$ cat src/rtl/ddram_arb_pkg.sv
// Shared definitions for the two-port DDRAM burst arbiter.
package ddram_arb_pkg;

  localparam int PORT_L2  = 0;
  localparam int PORT_AUX = 1;
  localparam int BEAT_W   = 8;

  typedef enum logic [1:0] {
    IDLE   = 2'd0,
    WBURST = 2'd1,
    RWAIT  = 2'd2
  } arb_state_t;

endpackage

$ cat src/rtl/ddram_rr_pick.sv
// Two-way round-robin pick: a lone requester wins; on a tie (or no request)
// the port that was not served last wins.
module ddram_rr_pick (
  input  logic [1:0] req,
  input  logic       last,
  output logic       grant
);

  // Combinational pick, tie goes to the port that was not served last.
  always_comb begin
    grant = ~last;
    if (req == 2'b01) begin
      grant = 1'b0;
    end else if (req == 2'b10) begin
      grant = 1'b1;
    end
  end

endmodule

$ cat src/rtl/ddram_arbiter.sv
// Shares the DDRAM master port between the L2 cache (port 0) and an auxiliary
// burst requester (port 1). The grant is held for a full write burst or until
// every beat of an accepted read has come back.
//
// Handshake: a port presents RD or WE and holds its command; the command is
// taken on the cycle its BUSY is low. Read beats are signalled by a one-cycle
// DOUT_READY pulse on the port that issued the read.
module ddram_arbiter
  import ddram_arb_pkg::*;
#(
  parameter int ADDRBITS = 24
) (
  input  logic              CLK,
  input  logic              RESET_N,
  input  logic [ADDRBITS:0] P0_ADDR,
  input  logic [63:0]       P0_DIN,
  input  logic [7:0]        P0_BE,
  input  logic [BEAT_W-1:0] P0_BURSTCNT,
  input  logic              P0_RD,
  input  logic              P0_WE,
  output logic              P0_BUSY,
  output logic [63:0]       P0_DOUT,
  output logic              P0_DOUT_READY,
  input  logic [ADDRBITS:0] P1_ADDR,
  input  logic [63:0]       P1_DIN,
  input  logic [7:0]        P1_BE,
  input  logic [BEAT_W-1:0] P1_BURSTCNT,
  input  logic              P1_RD,
  input  logic              P1_WE,
  output logic              P1_BUSY,
  output logic [63:0]       P1_DOUT,
  output logic              P1_DOUT_READY,
  output logic [ADDRBITS:0] DDRAM_ADDR,
  output logic [63:0]       DDRAM_DIN,
  output logic [7:0]        DDRAM_BE,
  output logic [BEAT_W-1:0] DDRAM_BURSTCNT,
  output logic              DDRAM_RD,
  output logic              DDRAM_WE,
  input  logic [63:0]       DDRAM_DOUT,
  input  logic              DDRAM_DOUT_READY,
  input  logic              DDRAM_BUSY,
  output arb_state_t        o_dbg_state
);

  arb_state_t        r_state;
  logic              r_owner;
  logic              r_last;
  logic [BEAT_W-1:0] r_beats;

  logic [1:0]        w_req;
  logic              w_pick;
  logic              w_sel;
  logic              w_granted;
  logic              w_sel_rd;
  logic              w_sel_we;
  logic [BEAT_W-1:0] w_sel_bc;
  logic [BEAT_W-1:0] w_bc_eff;
  logic              w_cmd_rd;
  logic              w_cmd_we;
  logic              w_go;
  logic              w_accept;
  logic              w_beat;

  assign w_req = {P1_RD | P1_WE, P0_RD | P0_WE};

  ddram_rr_pick u_pick (
    .req   (w_req),
    .last  (r_last),
    .grant (w_pick)
  );

  // Which port drives the DDRAM command lines: the arbitration winner in
  // IDLE, the locked owner otherwise; port 0 when nobody is granted.
  always_comb begin
    w_sel     = 1'b0;
    w_granted = 1'b0;
    case (r_state)
      IDLE: begin
        if (|w_req) begin
          w_sel     = w_pick;
          w_granted = 1'b1;
        end
      end
      WBURST, RWAIT: begin
        w_sel     = r_owner;
        w_granted = 1'b1;
      end
      default: begin
        w_sel     = 1'b0;
        w_granted = 1'b0;
      end
    endcase
  end

  assign w_sel_rd = w_sel ? P1_RD : P0_RD;
  assign w_sel_we = w_sel ? P1_WE : P0_WE;
  assign w_sel_bc = w_sel ? P1_BURSTCNT : P0_BURSTCNT;
  assign w_bc_eff = (w_sel_bc == '0) ? BEAT_W'(1) : w_sel_bc;

  // RD wins over WE when both are high; inside a write burst only WE counts.
  assign w_cmd_rd = RESET_N & (r_state == IDLE) & w_granted & w_sel_rd;
  assign w_cmd_we = RESET_N & (((r_state == IDLE) & w_granted & ~w_sel_rd & w_sel_we) |
                               ((r_state == WBURST) & w_sel_we));
  assign w_go     = w_cmd_rd | w_cmd_we;
  assign w_accept = w_go & ~DDRAM_BUSY;
  assign w_beat   = RESET_N & (r_state == RWAIT) & DDRAM_DOUT_READY;

  assign DDRAM_ADDR     = w_sel ? P1_ADDR : P0_ADDR;
  assign DDRAM_DIN      = w_sel ? P1_DIN  : P0_DIN;
  assign DDRAM_BE       = w_sel ? P1_BE   : P0_BE;
  assign DDRAM_BURSTCNT = w_sel_bc;
  assign DDRAM_RD       = w_cmd_rd;
  assign DDRAM_WE       = w_cmd_we;

  assign P0_BUSY = ~(w_go & ~w_sel) | DDRAM_BUSY;
  assign P1_BUSY = ~(w_go &  w_sel) | DDRAM_BUSY;

  assign P0_DOUT       = DDRAM_DOUT;
  assign P1_DOUT       = DDRAM_DOUT;
  assign P0_DOUT_READY = w_beat & ~r_owner;
  assign P1_DOUT_READY = w_beat &  r_owner;

  assign o_dbg_state = r_state;

  // Arbitration FSM: lock the owner on acceptance, count burst beats down and
  // release at 1 -> 0 so the counter can never wrap.
  always_ff @(posedge CLK or negedge RESET_N) begin
    if (!RESET_N) begin
      r_state <= IDLE;
      r_owner <= 1'b0;
      r_last  <= 1'b1;
      r_beats <= '0;
    end else begin
      case (r_state)
        IDLE: begin
          if (w_accept) begin
            r_owner <= w_sel;
            r_last  <= w_sel;
            if (w_cmd_rd) begin
              r_state <= RWAIT;
              r_beats <= w_bc_eff;
            end else if (w_sel_bc > BEAT_W'(1)) begin
              r_state <= WBURST;
              r_beats <= w_sel_bc - BEAT_W'(1);
            end
          end
        end
        WBURST: begin
          if (w_accept && (r_beats != '0)) begin
            r_beats <= r_beats - BEAT_W'(1);
            if (r_beats == BEAT_W'(1)) begin
              r_state <= IDLE;
            end
          end
        end
        RWAIT: begin
          if (w_beat && (r_beats != '0)) begin
            r_beats <= r_beats - BEAT_W'(1);
            if (r_beats == BEAT_W'(1)) begin
              r_state <= IDLE;
            end
          end
        end
        default: begin
          r_state <= IDLE;
        end
      endcase
    end
  end

endmodule
$ cat config.mk
export PLATFORM = sky130hd
export DESIGN_NAME = ddram_arbiter
export DESIGN_NICKNAME = d
export VERILOG_FILES = /design/src/rtl/ddram_arb_pkg.sv /design/src/rtl/ddram_rr_pick.sv /design/src/rtl/ddram_arbiter.sv
export SDC_FILE = /design/constraint.sdc
export NUM_CORES = 1
export LEC_CHECK = 0
export BUFFER_PORTS_ARGS = -buffer_cell sky130_fd_sc_hd__buf_2
export CAP_MARGIN = 20
export CORE_AREA = 8 8 196 198
export CTS_BUF_LIST = sky130_fd_sc_hd__clkbuf_16
export CTS_CLUSTER_SIZE = 24
export DETAILED_ROUTE_END_ITERATION = 6
export DIE_AREA = 0 0 204 206
export PLACE_DENSITY = 0.46
export SYNTH_ARGS = -nofsm -noshare
export SYNTH_HDL_FRONTEND = slang
export SYNTH_SLANG_ARGS = --single-unit
$ cat constraint.sdc
create_clock -name CLK -period 3.9 [get_ports CLK]
set_input_delay 0.78 -clock CLK [delete_from_list [all_inputs] [get_ports CLK]]
set_output_delay 0.78 -clock CLK [all_outputs]
set_load 0.02 [all_outputs]
---- After elaboration in Yosys (flattened, before gate mapping) ----
Cells that the tools add are included.
operators by class
  add/sub/neg operators ................... 2
  $lt $le $gt $ge ......................... 1
  equal/unequal tests ..................... 9
  mux-type cells .......................... 26
  bitwise operators ....................... 28
  reductions and logical operators ........ 11
operators with widths
  operator               number
  $mux W64               1
  $mux W8                8
  $mux W25               1
  $pmux W8 S3            1
  $sub A8 B1 Y8 const B  2
  $and A1 B1 Y1          15
  $mux W2                6
  $eq A8 B1 Y1 const B   1
  $gt A8 B1 Y1 const B   1
  $logic_not A8 Y1       1
  $reduce_bool A8 Y1     1
  $not A1 Y1             7
  $mux W1                6
  $or A1 B1 Y1           6
  $pmux W2 S3            1
  $reduce_and A5 Y1      1
  $eq A2 B1 Y1 const B   2
  $eq A2 B2 Y1 const B   2
  $ne A2 B1 Y1 const B   2
  $pmux W1 S2            2
  $reduce_and A4 Y1      1
  $reduce_or A2 Y1       2
  $ne A3 B2 Y1 const B   1
  $reduce_bool A3 Y1     1
  other kinds (4)        5
word-level totals
  register bits ........................... 12
  input bits .............................. 282
  output and inout port bits .............. 241
  word-level logic and storage cells ...... 81

---- Longest topological paths before layout ----
  depth in word-level cells ............... 17
  gate-level depth with buffers ........... 19
  gate-level depth less buffers ........... 15

---- By module ----
From an unflattened synthesis, not the netlist that was laid out.
second synthesis, totals
  cell total of the unflattened synthesis .. 407
  area total of the unflattened synthesis .. 3570.9 um^2
by module, submodules not included
  module         times used  cells an instance  area each (um^2)  sequential area each (um^2)
  ddram_arbiter  1           404                3552.2            301.5
  ddram_rr_pick  1           3                  18.8              0.0

---- Least setup slack after synthesis ----
No wires, ideal clock.
  path type ............................... in2reg
  from .................................... in P0_RD
  to ...................................... reg r_beats[2]
  setup time .............................. 124 ps
  arrival time ............................ 3667 ps
  required time ........................... 3776 ps
  setup slack ............................. 110 ps
  stages .................................. 17
  path buffers ............................ 4
  path through ............................ o21a_4 > o31a_1 > buf_6 > buf_2 > clkbuf_1 > nand2_1 > nand2_1 > inv_1 > ha_1 > o21ai_0 > or4_1 > mux2i_1 > o22ai_1 > o21ai_2 > buf_4 > nor4_1 > a211o_1
between the ends
  elaborated cells on any way between the ends .. 37
  those cells by class .................... add/sub (1); order compare (1); eq/ne (5); mux (14); bitwise (12); reduce/logical (4)
RTL lines
  element                                                   RTL line                                   RTL
  start: declaration                                        ddram_arbiter.sv:19                        input logic P0_RD,
  $or A1 B1 Y1 (*)                                          ddram_arbiter.sv:64                        assign w_req = {P1_RD | P1_WE, P0_RD | P0_WE};
  $eq A2 B2 Y1                                              ddram_rr_pick.sv:14                        end else if (req == 2'b10) begin
  $mux W1                                                   ddram_rr_pick.sv:14
  $mux W1                                                   ddram_rr_pick.sv:12                        if (req == 2'b01) begin
  $mux W1 (*)                                               ddram_arbiter.sv:79                        if (|w_req) begin
  $pmux W1 S2 (*)                                           ddram_arbiter.sv:77                        case (r_state)
  $mux W8 (*)                                               ddram_arbiter.sv:97                        assign w_sel_bc = w_sel ? P1_BURSTCNT : P0_BURSTCNT;
  named net DDRAM_BURSTCNT[1]                               ddram_arbiter.sv:36                        output logic [BEAT_W-1:0] DDRAM_BURSTCNT,
  $sub A8 B1 Y8 / $logic_not A8 Y1 (equally long branches)  ddram_arbiter.sv:144, ddram_arbiter.sv:98
  $mux W8 (on tied branches)                                ddram_arbiter.sv:142, ddram_arbiter.sv:98
  $mux W8                                                   ddram_arbiter.sv:139                       if (w_cmd_rd) begin
  $mux W8                                                   ddram_arbiter.sv:136                       if (w_accept) begin
  $pmux W8 S3                                               ddram_arbiter.sv:134                       case (r_state)
  end signal: assignment                                    ddram_arbiter.sv:141                       r_beats <= w_bc_eff;
  end signal: assignment                                    ddram_arbiter.sv:144                       r_beats <= w_sel_bc - BEAT_W'(1);
  end signal: assignment                                    ddram_arbiter.sv:150                       r_beats <= r_beats - BEAT_W'(1);
  end: declaration                                          ddram_arbiter.sv:48                        logic [BEAT_W-1:0] r_beats;
The timed path passes the listed nets; every way through them passes the cells marked *. The select of a mux whose other input is x is not followed.
A chain may end at the register's enable or synchronous reset.

---- Worst setup path after layout ----
  from .................................... reg r_state[1] (netlist: o_dbg_state[1])
  to ...................................... reg r_beats[2]
between the ends
  cells in the longest elaborated chain, start to end .. 14
  elaborated cells on any way between the ends .. 39
  those cells by class .................... add/sub (1); order compare (1); eq/ne (6); mux (10); bitwise (14); reduce/logical (7)
RTL lines
  element                                                                 RTL line              RTL
  start: declaration                                                      ddram_arbiter.sv:45   arb_state_t r_state;
  start signal: assignment                                                ddram_arbiter.sv:129  r_state <= IDLE;
  start signal: assignment                                                ddram_arbiter.sv:140  r_state <= RWAIT;
  start signal: assignment                                                ddram_arbiter.sv:143  r_state <= WBURST;
  parallel branches: the longest is 14 deep, another holds $sub A8 B1 Y8  -
  end signal: assignment                                                  ddram_arbiter.sv:144
  end signal: assignment                                                  ddram_arbiter.sv:150
  end signal: assignment                                                  ddram_arbiter.sv:158  r_beats <= r_beats - BEAT_W'(1);
Several ways; the timed one is not identified. The select of a mux whose other input is x is not followed.

==> impl_results.md <==
- Vias per inst: approximately 3.6
- First-pass GRT wire length: about 32000 um
- Post-layout min period: ~3600 ps
- Via Count: roughly 4600
- Achievable Freq: 0.278 GHz
- Netlist cell types: 55
- # DRC: 0
- Root Driver: clkbuf_16
- IO Port Bufs: 330
- # setup viols final: 0
- Reg2Reg Setup Slack: about 300 ps
- Vias in the first global route: roughly 4700
- RD Place Congestion: slightly below 0.8
- CP most frequent cell: ha_1
- Cell Count, Final, Fillers Out: 1272
- Share of cells above drive strength 1: between 40% and 50%
- FF+latch count, synth: 12
- Metal2 WL: roughly 11000 um
- Core ar.: 0.0352 mm^2
- Post-CTS Resized: 0
- Worst skew pair latency: around 240 ps
- Seq/Total Area, Yosys: ~8.4%
- Static Leak: approximately 0.0029 uW
- Clock slew seen by the registers of the worst setup and hold paths: roughly 50 ps
- Post-synth EDFFs: 0
- Syn Area/Cell: around 5.8 um^2
- P&R area growth vs syn: 36.6%
- Syn nets: between 900 and 1000
- Clk sinks: 12
- Peak VDD IR: a little under 0.0008 V
- Largest net degree at the start of global routing: 59
- DRT met1 WL: ~8700 um
- Kind of critical path: reg -> reg
- Top layer in use: met5
- Min-Delay Path Class: in -> async
- WL final: approximately 23000 um
- H-tree Lvls: 1
- Crit path required time: a little over 4000 ps
- Die area: between 0.04 and 0.05 mm^2
- Inst Count DP: about 1300
- Post-CTS Setup Inserts: 0
- Post-synth design cell area: ~0.0036 mm^2
- WL/cell: 18.4 um
- CTS tree: done
- Outcome: completed
- Worst-Margin Slew: about 700 ps
- PwrDens: ~1100 mW/mm^2
- DR iter-0 viols: 274
- Core Rows: between 60 and 70
- Final worst-path cycle share: between 90% and 100%
- Clock buffer depth: 2
- Yosys warning total: 0
- Antenna Violating Nets Remaining: 0
- Die width: just over 200 um
- Post-Synthesis Cells: between 600 and 700
- Max-slew headroom: a little over half
- Slew Limit Fails: 0
- Crit path largest cell delay: roughly 480 ps
- Layout Nets: roughly 1100
- Clock Skews: between 4 and 5 ps
- CP Cell Sequence: inv_1, ha_1, nand3b_1, o31a_2, mux2i_2, ha_1, o21ai_0, or4_1, mux2i_1, o22ai_1, o21ai_2, nor4_1, a211o_1
- Boundary Pins: 523
- CP Capture Type: flop
- Prevailing post-synth register cell: dfrtp_1
- Initial antenna violation count: 8
- Fillcell total: between 4000 and 5000
- Die H: about 200 um
- Number of max-cap violations: 0
- CP max FO: 17
- Placed inst area: about 0.0048 mm^2
- Slowest cell on crit path: or4_1
- Post-cts hold buffer count: 0
- GRT Util Overall: between 10% and 20%
- Startpoint Class: flop
- RSZ-0062 raised after global routing: no
- Met3 wire len: roughly 2900 um
- Router iterations before antenna repair: 5
- Ys async rst share: between 90% and 100%
- Final Instance Area: 0.00492 mm^2
- Hold Vio Cnt, Final: 0
- TritonCTS Buffers: 3
- HPWL Detailed: approximately 21000 um
- Starting Density: 10.2%
- Global route overflow: 0
- WP data arrival: ~3700 ps
==> final cells by class <==
type,count,area [um^2],area share [%]
Clock inverter,1,3.75,0.0763
Tap cell,461,577,11.7
Clock buffer,3,75.1,1.53
Inverter,8,30.0,0.610
Antenna cell,2,5.00,0.102
Sequential cell,12,302,6.13
Timing Repair Buffer,341,1750,35.5
Multi-Input combinational cell,444,2180,44.3
==> layout by cell type, fill, tap and decap left out, drive strengths merged, types with 6 or more instances in the layout <==
cell   instances
nor2          11
nor3           8
dfrtp         11
nand2        323
inv            9
ha            10
buf          341
nand3          7
mux2i         13
nor4b          6
==> final timing paths <==
kind	end	from	depth (start not counted)
max	r_beats[2]$_DFFE_PN0P_	o_dbg_state[1]$_DFFE_PN0P_	13
min	r_beats[2]$_DFFE_PN0P_	RESET_N	1
max reg2reg	r_beats[2]$_DFFE_PN0P_	o_dbg_state[1]$_DFFE_PN0P_	13
min reg2reg	r_beats[1]$_DFFE_PN0P_	r_beats[1]$_DFFE_PN0P_	2
max in group asynchronous	r_last$_DFFE_PN1P_	RESET_N	1
min in group CLK	r_beats[1]$_DFFE_PN0P_	r_beats[1]$_DFFE_PN0P_	2
==> flip-flops by register name, summed over array words and instances (netlist names) <==
signal	flops
r_beats	8
o_dbg_state	2
r_last	1
r_owner	1
==> cells by family (layout without fill, tap and decap cells) <==
kind of cell	after synthesis	count (layout)	synth area share, %
xor gates and xnor gates	5	5	1.22
AOI/OAI and AO/OA	36	36	8.09
other	0	2	0
muxes	15	15	4.58
and+or+nand+nor	378	378	43.1
DFF	12	12	8.37
buffers and inverters	166	353	31.2
adders and majority gates	10	10	3.47
==> layer usage <==
layer / up-vias / GRT usage (%)
li1: 2216 / -
met1: 1966 / 11.3
met2: 367 / 17.5
met3: 34 / 5.00
met4: 2 / 1.93
met5: - / 0.951
==> synth_stat cells (7+ instances only) <==
library cell | count | area share (%)
buf_2 | 7 | 0.97
clkbuf_1 | 21 | 2.2
buf_4 | 129 | 27
ha_1 | 10 | 3.5
dfrtp_1 | 11 | 7.6
nand3_1 | 7 | 0.97
nor2_1 | 11 | 1.1
mux2i_1 | 12 | 3.3
inv_1 | 7 | 0.73
nand2_1 | 323 | 34
nor3_1 | 8 | 1.1
==> worst max-delay path, delay by kind of cell, from the launching register on <==
kind	cells	cell delay (ps)
AO/OA/AOI/OAI	5	1130
adder cells (fa/ha/maj)	2	510
buffers and inverters	1	100
flip-flops	1	400
multiplexers	2	490
AND/OR/NAND/NOR	3	850
==> per-stage QoR <==
step / setup TNS, ps / hold WS, ps / utilization, % / setup slack (ps) / total power [uW]
after floorplan: 0 / 472 / - / 110 / 3560
after global placement: 0 / 492 / 13.7 / 158 / 5030
after detailed placement: -15.4 / 515 / 13.7 / -13.4 / 5020
after CTS: 0 / 469 / 13.9 / 219 / 5240
after global routing: 0 / 487 / 14.0 / 11.8 / 5680
final: 0 / 459 / 14.0 / 302 / 5180
==> report_power, final <==
| part | total (uW) | switching (uW) | leakage [uW] | internal, uW |
|---|---|---|---|---|
| Clock | 191 | 55.5 | 0.0000423 | 135 |
| Sequential | 241 | 57.3 | 0.000132 | 183 |
| Combinational | 4750 | 3260 | 0.00270 | 1490 |
| Total | 5180 | 3370 | 0.00287 | 1810 |
No activity file was read; power rests on OpenSTA's default activity.
